File: config.mk
export PLATFORM = sky130hd
export DESIGN_NAME = crtc_timing
export DESIGN_NICKNAME = d
export VERILOG_FILES = /design/src/rtl/crtc_timing.sv
export SDC_FILE = /design/constraint.sdc
export NUM_CORES = 1
export LEC_CHECK = 0
export CAP_MARGIN = 15
export CORE_MARGIN = 4
export CORE_UTILIZATION = 40
export DETAILED_ROUTE_END_ITERATION = 16
export GPL_TIMING_DRIVEN = 0
export PLACE_DENSITY = 0.59
export SLEW_MARGIN = 20
export SYNTH_ARGS = -nofsm -noshare
export SYNTH_HDL_FRONTEND = slang
export SYNTH_SLANG_ARGS = --single-unit
File: constraint.sdc
create_clock -name clk_i -period 6.4 [get_ports clk_i]
set_input_delay 1.28 -clock clk_i [delete_from_list [all_inputs] [get_ports clk_i]]
set_output_delay 1.28 -clock clk_i [all_outputs]
set_load 0.01 [all_outputs]
File: src/rtl/crtc_timing.sv
// 6545-class CRTC timing core: sync, display enable, MA/RA and cursor
// generation from a 16-entry register file, advanced per character clock.
module crtc_timing #(
    parameter int H_WIDTH  = 8,
    parameter int V_WIDTH  = 7,
    parameter int RA_WIDTH = 5,
    parameter int MA_WIDTH = 14
) (
    input  logic                clk_i,
    input  logic                reset_i,
    input  logic                cclk_en_i,
    input  logic [3:0]          reg_addr_i,
    input  logic [7:0]          reg_data_i,
    input  logic                reg_we_i,
    output logic [7:0]          reg_data_o,
    output logic                h_sync_o,
    output logic                v_sync_o,
    output logic                de_o,
    output logic [MA_WIDTH-1:0] ma_o,
    output logic [RA_WIDTH-1:0] ra_o,
    output logic                cursor_o,
    output logic                frame_o
);

    typedef enum logic {ROWS, ADJUST} vstate_t;

    logic [7:0]          regs [16];
    vstate_t             state;
    logic [H_WIDTH-1:0]  h;
    logic [V_WIDTH-1:0]  row;
    logic [RA_WIDTH-1:0] ra;
    logic [MA_WIDTH-1:0] row_start;
    logic [4:0]          hs_rem;
    logic [4:0]          vs_lines;
    logic [4:0]          blink;

    logic [H_WIDTH-1:0]  r_htot, r_hdisp, r_hsync;
    logic [V_WIDTH-1:0]  r_vtot, r_vdisp, r_vsync;
    logic [RA_WIDTH-1:0] r_max_ra, r_adj, r_cur_lo, r_cur_hi;
    logic [MA_WIDTH-1:0] r_start, r_cursor, ma_cur;
    logic [4:0]          hs_w, vs_w, vs_n;

    logic line_end, last_ra, adj_last, frame_end;
    logic de_cur, hs_start, hs_cur, vs_trig, vs_cur;
    logic blink_on, cur_cur, first;
    logic unused_ok;

    assign r_htot   = H_WIDTH'(regs[0]);
    assign r_hdisp  = H_WIDTH'(regs[1]);
    assign r_hsync  = H_WIDTH'(regs[2]);
    assign r_vtot   = V_WIDTH'(regs[4][6:0]);
    assign r_vdisp  = V_WIDTH'(regs[6][6:0]);
    assign r_vsync  = V_WIDTH'(regs[7][6:0]);
    assign r_adj    = RA_WIDTH'(regs[5][4:0]);
    assign r_max_ra = RA_WIDTH'(regs[9][4:0]);
    assign r_cur_lo = RA_WIDTH'(regs[10][4:0]);
    assign r_cur_hi = RA_WIDTH'(regs[11][4:0]);
    assign r_start  = MA_WIDTH'({regs[12][5:0], regs[13]});
    assign r_cursor = MA_WIDTH'({regs[14][5:0], regs[15]});

    // A zero width field means 16
    assign hs_w = {regs[3][3:0] == 4'd0, regs[3][3:0]};
    assign vs_w = {regs[3][7:4] == 4'd0, regs[3][7:4]};

    assign unused_ok = ^{regs[4][7], regs[5][7:5], regs[6][7],
                         regs[7][7], regs[8], regs[9][7:5],
                         regs[10][7], regs[11][7:5], regs[12][7:6]};

    assign reg_data_o = (reg_addr_i == 4'd14) ? regs[14] :
                        (reg_addr_i == 4'd15) ? regs[15] : 8'h00;

    assign line_end = (h == r_htot);
    assign last_ra  = (ra == r_max_ra);
    assign adj_last = (RA_WIDTH'(ra + 1'b1) == r_adj);

    assign frame_end = line_end &&
        ((state == ROWS && last_ra && row == r_vtot && r_adj == '0) ||
         (state == ADJUST && adj_last));

    assign de_cur   = (h < r_hdisp) && (state == ROWS) && (row < r_vdisp);
    assign ma_cur   = row_start + MA_WIDTH'(h);
    assign hs_start = (h == r_hsync);
    assign hs_cur   = hs_start || (hs_rem != '0);
    assign vs_trig  = (state == ROWS) && (h == '0) && (row == r_vsync) &&
                      (ra == '0);
    assign vs_cur   = vs_trig || (vs_lines != '0);
    assign first    = (state == ROWS) && (h == '0) && (row == '0) &&
                      (ra == '0);

    always_comb begin
        vs_n = vs_trig ? vs_w : vs_lines;
        if (line_end && vs_n != '0)
            vs_n = vs_n - 5'd1;
    end

    always_comb begin
        blink_on = 1'b1;
        unique case (regs[10][6:5])
            2'b00: blink_on = 1'b1;
            2'b01: blink_on = 1'b0;
            2'b10: blink_on = blink[3];
            2'b11: blink_on = blink[4];
        endcase
    end

    assign cur_cur = de_cur && (ma_cur == r_cursor) && blink_on &&
                     (r_cur_lo <= ra) && (ra <= r_cur_hi);

    always_ff @(posedge clk_i or posedge reset_i) begin
        if (reset_i) begin
            for (int i = 0; i < 16; i++)
                regs[i] <= '0;
        end else if (reg_we_i) begin
            regs[reg_addr_i] <= reg_data_i;
        end
    end

    always_ff @(posedge clk_i or posedge reset_i) begin
        if (reset_i) begin
            state     <= ROWS;
            h         <= '0;
            row       <= '0;
            ra        <= '0;
            row_start <= '0;
            hs_rem    <= '0;
            vs_lines  <= '0;
            blink     <= '0;
            h_sync_o  <= 1'b0;
            v_sync_o  <= 1'b0;
            de_o      <= 1'b0;
            ma_o      <= '0;
            ra_o      <= '0;
            cursor_o  <= 1'b0;
            frame_o   <= 1'b0;
        end else begin
            frame_o <= cclk_en_i && first;
            if (cclk_en_i) begin
                h_sync_o <= hs_cur;
                v_sync_o <= vs_cur;
                de_o     <= de_cur;
                ma_o     <= ma_cur;
                ra_o     <= ra;
                cursor_o <= cur_cur;

                h <= line_end ? '0 : h + 1'b1;
                if (hs_start)
                    hs_rem <= hs_w - 5'd1;
                else if (hs_rem != '0)
                    hs_rem <= hs_rem - 5'd1;
                vs_lines <= vs_n;

                if (line_end) begin
                    unique case (state)
                        ROWS: begin
                            if (last_ra) begin
                                ra        <= '0;
                                row_start <= row_start +
                                             MA_WIDTH'(r_hdisp);
                                if (row == r_vtot) begin
                                    if (r_adj != '0)
                                        state <= ADJUST;
                                end else begin
                                    row <= row + 1'b1;
                                end
                            end else begin
                                ra <= ra + 1'b1;
                            end
                        end
                        ADJUST: ra <= ra + 1'b1;
                    endcase
                end

                if (frame_end) begin
                    state     <= ROWS;
                    row       <= '0;
                    ra        <= '0;
                    row_start <= r_start;
                    blink     <= blink + 5'd1;
                end
            end
        end
    end

endmodule

Word level (Yosys, flattened, before mapping)
Cells that the tools add are included.
{ "totals": {"ff_bits": 202, "input_bits": 16, "output_inout_bits": 32, "wordCells": 133} }
{ "classes": {"n_addsub": 9, "magnitude_cmp": 6, "eq_ne": 14, "mux": 30, "bitwise": 2, "reduce_logical": 41} }
{ "op_table": {"columns": ["op", "count"], "rows": [
  ["128-bit bitwise mux", 1],
  ["14-bit two-way mux", 4],
  ["5-bit two-way mux", 7],
  ["7-bit two-way mux", 5],
  ["8-bit demux with 4-bit select", 1],
  ["8-bit two-way mux", 4],
  ["14-bit by 8-bit adder with 14-bit output", 2],
  ["5-bit nonzero test", 4],
  ["1-bit logical AND", 19],
  ["8-bit equality test", 2],
  ["5-bit by 1-bit subtractor with 5-bit output, second input constant", 3],
  ["14-bit equality test", 1],
  ["7-bit equality test", 2],
  ["5-bit by 1-bit adder with 5-bit output, second input constant", 2],
  ["5-bit equality test", 2],
  ["5-bit <= comparator", 2],
  ["5-bit zero test", 2],
  ["5-bit case mux with 2 select lines", 1],
  ["8-bit by 1-bit adder with 8-bit output, second input constant", 1],
  ["4-bit equality test, second input constant", 2],
  ["4-bit zero test", 2],
  ["8-bit zero test", 1],
  ["8-bit less-than comparator", 1],
  ["7-bit by 1-bit adder with 7-bit output, second input constant", 1],
  ["18 further kinds", 30]
]} }

Longest topological paths before layout
Gate-level depths: netlist of the first run.
{ "logic_depth": {"ltp_word": 8, "mapped_depth": 12, "mapped_depth_nobuf": 11} }

Worst setup path before layout of the first run
OpenSTA, ideal clock, no wires.
{ "synth_timing": {"kind": "input -> output", "from": "input port reg_addr_i[0]", "to": "output port reg_data_o[0]", "t_arrival_ps": 2217, "required_time_ps": 5120, "path_slack_ps": 2903, "path_stages": 4, "n_path_buf": 2, "path_cell_list": "clkbuf_1 buf_1 mux2i_1 nor2_1"} }
{ "synth_via": {"elab_chain_cells": 3, "elab_cells_between_ends": 4, "cone_classes": "eq/ne: 2; mux: 2"} }
{ "synth_lines": {"columns": ["item", "line_no", "text"], "rows": [
  ["start: declaration", "12", "input logic [3:0] reg_addr_i,"],
  ["4-bit equality test", "70", "(reg_addr_i == 4'd15) ? regs[15] : 8'h00;"],
  ["8-bit two-way mux", "70", null],
  ["8-bit two-way mux *", "69", "assign reg_data_o = (reg_addr_i == 4'd14) ? regs[14] :"],
  ["end: declaration", "15", "output logic [7:0] reg_data_o,"]
]} }
Every way passes the cells marked *; elsewhere a longest branch is shown, timed or not.

Worst setup path in the final report of the first run
Same ends and word-level chain as after synthesis.

==> results of run 1 <==
[critical path, cell delays in order]
cell and delay (ns):
clkbuf_1 0.28, buf_1 0.82, mux2i_1 0.27, nor2_1 0.15, clkdlybuf4s50_1 0.56
[final cells by class]
class	count	area (µm²)	area share, %
Multi-Input combinational cell	715	5610	46.56
Sequential cell	179	4479	37.17
Timing Repair Buffer	47	485.5	4.029
Clock buffer	17	425.4	3.530
Tap cell	335	419.2	3.478
Buffer	50	255.2	2.118
Inverter	51	203.9	1.692
Clock inverter	15	171.4	1.422
[report_power, final]
| group | switching (µW) | internal (µW) |
|---|---|---|
| sequential | 199 | 1360 |
| combinational | 588 | 576 |
| clock | 494 | 587 |
| total | 1280 | 2530 |
[logic make-up after synthesis]
family,count (synthesis),synth area share (%)
xor gates and xnor gates,72,6.251
adders and majority gates,51,6.203
buffers and inverters,101,4.290
DFF,179,42.54
muxes,151,15.97
and+or+nand+nor,257,12.86
AOI/OAI and AO/OA,184,11.88
[layout by cell type (no fill, tap or decap), types with 7 or more instances in the layout]
cell	instances
clkbuf_16	17
and3_1	9
clkdlybuf4s50_1	45
mux2_2	121
a211oi_1	8
ha_1	49
buf_2	7
mux2i_1	24
xnor2_1	37
a21boi_0	9
clkbuf_1	31
nor2_1	55
o21ai_0	51
inv_1	49
nor3_1	12
nand2_1	59
nor4_1	9
dfrtp_1	179
a21oi_1	25
nand2b_1	14
nand4_1	14
nand3_1	32
o31ai_1	10
xor2_1	33
o22ai_1	11
a21o_1	12
[worst paths after layout]
check | from | end | cells past startpoint
worst min register to register | blink[4]$_DFFE_PP0P_ | blink[4]$_DFFE_PP0P_ | 1
worst min-delay path | blink[4]$_DFFE_PP0P_ | blink[4]$_DFFE_PP0P_ | 1
worst max register to register | h[0]$_DFFE_PP0P_ | vs_lines[2]$_DFFE_PP0P_ | 12
min in group asynchronous | reset_i | r_max_ra[3]$_DFFE_PP0P_ | 2
worst max-delay path | reg_addr_i[0] | reg_data_o[0] | 5
max in group asynchronous | reset_i | ma_o[3]$_DFFE_PP0P_ | 3
[state kept, by name, indices dropped and copies added, names as in the netlist, 7 cells and up]
signal	flops
ma_o	14
r_cursor	14
r_start	14
row_start	14
h	8
r_hdisp	8
r_hsync	8
r_htot	8
regs	8
r_vdisp	7
r_vsync	7
r_vtot	7
row	7
[per-layer routing]
| layer | share of wire (%) | global-route usage (%) | vias up |
|---|---|---|---|
| met2 | 46 | 32.57 | 171 |
| met3 | 3.5 | 2.578 | 45 |
| met5 | 0 | 0 | - |
| met1 | 47 | 28.34 | 3937 |
| li1 | - | - | 3722 |
| met4 | 3.0 | 7.882 | 0 |
[stage by stage]
stage | setup slack [ns] | instances | total power [µW] | hold slack, ns
floorplan | 0.2614 | 995 | 2383 | 0.4420
global placement | -2.449 | 1375 | 2719 | 0.4612
detailed placement | 1.783 | 1377 | 2747 | 0.4695
CTS | 1.751 | 1409 | 3832 | 0.4836
global route | 1.634 | 1409 | 4021 | 0.5003
finish | 1.738 | 1409 | 3808 | 0.4802
==> flow_summary.json, run 1 <==
{
  "synthTopCellsByCount": "dfrtp_1, mux2_2, nand2_1",
  "syn_to_final_growth_pct": 14.45,
  "p_leak_uw": 0.005345,
  "die_w_um": 170.2,
  "ys_seq_area_share_pct": 42.54,
  "io_buffers": 45,
  "syn_nets": 1062,
  "synth.area.top_cells": "dfrtp_1, mux2_2, ha_1, xnor2_1, xor2_1",
  "arrival_ns": 3.38,
  "drtAntennaViolNets": 0,
  "status": "finished, final reports clean",
  "fin_worst_skew_ns": 0.01130,
  "antenna_found_initial": 0,
  "vias": 7875,
  "yosysTopAreaCell": "dfrtp_1",
  "crit_type": "input pin to output pin",
  "synth_top_area_share_pct": 42.54,
  "gp_congestion": 0.8787,
  "grt_pass1_wl_um": 45250,
  "reg2reg_slack_ns": 2.92,
  "hold_viol_final": 0,
  "post-route-cell-area_mm2": 0.01205,
  "finalMaxSlewViolations": 0,
  "cts_tree": "done",
  "ys.flop_type": "dfrtp_1",
  "drt_iter0_markers": 593,
  "syn_avg_cell_area_um2": 10.58,
  "grt_pass1_vias": 7629,
  "fmax_ghz": 0.2145,
  "core.rowCount": 59,
  "max_slew_margin_pct": 30.51,
  "startpoint_type": "input pin",
  "cts_root_buf": "clkbuf_16",
  "cts_buffer_depth": 2,
  "place_area_mm2": 0.01145,
  "period_minus_slack_ns": 4.662,
  "post-cts-setup-buffers": 0,
  "setup_viol": 0,
  "drc": 0,
  "overflow": 0,
  "postLayoutCoreUtil_pct": 46.37,
  "first_pass_iters": 7,
  "clk_latency_ns": 0.44,
  "period_share_pct": 72.84,
  "worst_slew_pin_slew_ns": 1.042,
  "n_antenna_cell": 0,
  "htree_num_levels": 4,
  "wl_per_cell_um": 20.66,
  "synth_warnings": 0,
  "groute.usage.overall_pct": 20.38,
  "cp.required_ns": 5.12,
  "yosysUniqueCellTypes": 81,
  "synth_edf_count": 0,
  "netlist_area_mm2": 0.01053,
  "pwr_density_cell_mw_per_mm2": 316.0,
  "die_y_um": 170.2,
  "numCtsBuffers": 17,
  "dieArea_mm2": 0.02898,
  "routed_wl_um": 29110,
  "maxCapViolCount": 0,
  "viasPerCell": 5.589,
  "detailed_place_hpwl_um": 20920,
  "drive_gt1_share_pct": 18.44,
  "core_mm2": 0.02598,
  "fillers": 2425,
  "synth.most_common_cell": "dfrtp_1",
  "grt_max_degree": 92,
  "synthCells": 995,
  "post_cts_resize_count": 0,
  "timing.setup.tns_ns": 0,
  "crit_fanout": 10,
  "start_util_pct": 40.52,
  "irDropWorstVdd_uv": 207.6,
  "synth-async-reset-ratio_pct": 100.0,
  "nets": 1128,
  "grt_setup_unrepaired": "false",
  "cts_hold_buf": 0,
  "ys_seq_elements": 179,
  "cp-end-kind": "output pin",
  "hold_class": "flop to flop",
  "cts.sinks": 179,
  "ios": 48,
  "clk_pin_slew_ns": 0.07
}
No activity file was read; power rests on OpenSTA's default activity.
==> run 2: changes to the inputs <==
--- a/config.mk
+++ b/config.mk
@@ -10,7 +10,7 @@
 export CORE_UTILIZATION = 40
 export DETAILED_ROUTE_END_ITERATION = 16
 export GPL_TIMING_DRIVEN = 0
-export PLACE_DENSITY = 0.59
+export PLACE_DENSITY = 0.57
 export SLEW_MARGIN = 20
 export SYNTH_ARGS = -nofsm -noshare
 export SYNTH_HDL_FRONTEND = slang
==> constraint.sdc (replaced) <==
create_clock -name clk_i -period 4.9 [get_ports clk_i]
set_input_delay 0.98 -clock clk_i [delete_from_list [all_inputs] [get_ports clk_i]]
set_output_delay 0.98 -clock clk_i [all_outputs]
set_load 0.01 [all_outputs]
==> flow_summary.json, run 2 (same netlist as run 1, synthesis figures left out) <==
{
  "clk_pin_slew_ns": 0.07,
  "post-cts-setup-buffers": 0,
  "arrival_ns": 3.06,
  "dieArea_mm2": 0.02898,
  "cts.sinks": 179,
  "startpoint_type": "input pin",
  "vias": 7895,
  "postLayoutCoreUtil_pct": 46.69,
  "die_y_um": 170.2,
  "drtAntennaViolNets": 0,
  "numCtsBuffers": 17,
  "max_slew_margin_pct": 31.28,
  "groute.usage.overall_pct": 20.83,
  "p_leak_uw": 0.005391,
  "detailed_place_hpwl_um": 21670,
  "wl_per_cell_um": 20.88,
  "cts_root_buf": "clkbuf_16",
  "core.rowCount": 59,
  "overflow": 0,
  "viasPerCell": 5.583,
  "cp.required_ns": 3.92,
  "n_antenna_cell": 0,
  "grt_max_degree": 33,
  "irDropWorstVdd_uv": 264.6,
  "grt_pass1_wl_um": 46110,
  "place_inst": 1382,
  "fillers": 2448,
  "routed_wl_um": 29520,
  "cts_hold_buf": 0,
  "fin_worst_skew_ns": 0.01627,
  "drive_gt1_share_pct": 18.81,
  "cts_buffer_depth": 2,
  "cts_tree": "done",
  "pwr_density_cell_mw_per_mm2": 411.2,
  "antenna_found_initial": 1,
  "multi_input_area_mm2": 0.005610,
  "grt_pass1_vias": 7697,
  "crit_type": "input pin to output pin",
  "syn_to_final_growth_pct": 15.23,
  "gp_congestion": 0.8723,
  "crit_fanout": 10,
  "die_w_um": 170.2,
  "status": "finished, final reports clean",
  "drc": 0,
  "htree_num_levels": 4,
  "io_buffers": 45,
  "cp-end-kind": "output pin",
  "layout_commonest_cell": "dfrtp_1",
  "setup_viol": 0,
  "period_minus_slack_ns": 4.037,
  "final_cell_mix": "dfrtp_1, mux2_2, nand2_1",
  "hold_viol_final": 0,
  "start_util_pct": 40.52,
  "drt_iter0_markers": 653,
  "hold_class": "flop to flop",
  "reg2reg_slack_ns": 1.55,
  "timing.setup.tns_ns": 0,
  "ios": 48,
  "worst_slew_pin_slew_ns": 1.031,
  "period_share_pct": 82.38,
  "clk_latency_ns": 0.44,
  "seqCellArea_mm2": 0.004479,
  "grt_setup_unrepaired": "false",
  "instances_no_fill": 1414,
  "fmax_ghz": 0.2477,
  "nets": 1133,
  "finalMaxSlewViolations": 0,
  "post_cts_resize_count": 0,
  "first_pass_iters": 5,
  "core_mm2": 0.02598,
  "maxCapViolCount": 0
}
-- run 2: worst max-delay path: stages --
cell,delay [ns]
clkbuf_1,0.28
buf_1,0.81
mux2i_1,0.25
nor2_1,0.15
clkdlybuf4s50_1,0.57
-- run 2: path summary, 6_finish.rpt --
check,from,end,cells after the start
min in group asynchronous,reset_i,hs_rem[2]$_DFFE_PP0P_,2
min reg2reg,blink[4]$_DFFE_PP0P_,blink[4]$_DFFE_PP0P_,1
min,blink[4]$_DFFE_PP0P_,blink[4]$_DFFE_PP0P_,1
max reg2reg,h[0]$_DFFE_PP0P_,vs_lines[2]$_DFFE_PP0P_,12
max in group asynchronous,reset_i,row_start[7]$_DFFE_PP0P_,5
max,reg_addr_i[0],reg_data_o[0],5
-- run 2: routing by layer --
metal | wire length, µm | GRT usage, % | part of all wire, %
met3 | 1087 | 2.578 | 3.7
met5 | 0 | 0 | 0
met1 | 14100 | 29.54 | 48
met4 | 563 | 5.660 | 1.9
met2 | 13770 | 33.80 | 47
-- run 2: power breakdown --
group / switching, µW / leakage (µW) / internal [µW] / total (µW)
logic: 774 / 0.00287 / 761 / 1540
clock network: 636 / 0.000293 / 773 / 1410
registers: 261 / 0.00223 / 1780 / 2040
total: 1670 / 0.00539 / 3320 / 4990
-- run 2: cell type report --
| cell class | count | area share (%) |
|---|---|---|
| buffer | 50 | 2.104 |
| clock buffer | 18 | 3.620 |
| clock inverter | 14 | 1.248 |
| inverter | 51 | 1.650 |
| multi-input combinational | 715 | 46.24 |
| sequential | 179 | 36.92 |
| tap | 335 | 3.455 |
| timing repair buffer | 52 | 4.764 |
-- run 2: through the flow --
step           power, µW  hold slack [ns]  setup WS [ns]  area, µm²
2_1_floorplan       3112           0.4420          1.625      10530
3_3_place_gp        3552           0.4603        0.01376      11400
3_5_place_dp        3599           0.4595         0.8710      11540
4_1_cts             5020           0.4732         0.8601      12130
5_1_grt             5284           0.4964         0.7727      12130
6_report            4989           0.4651         0.8634      12130
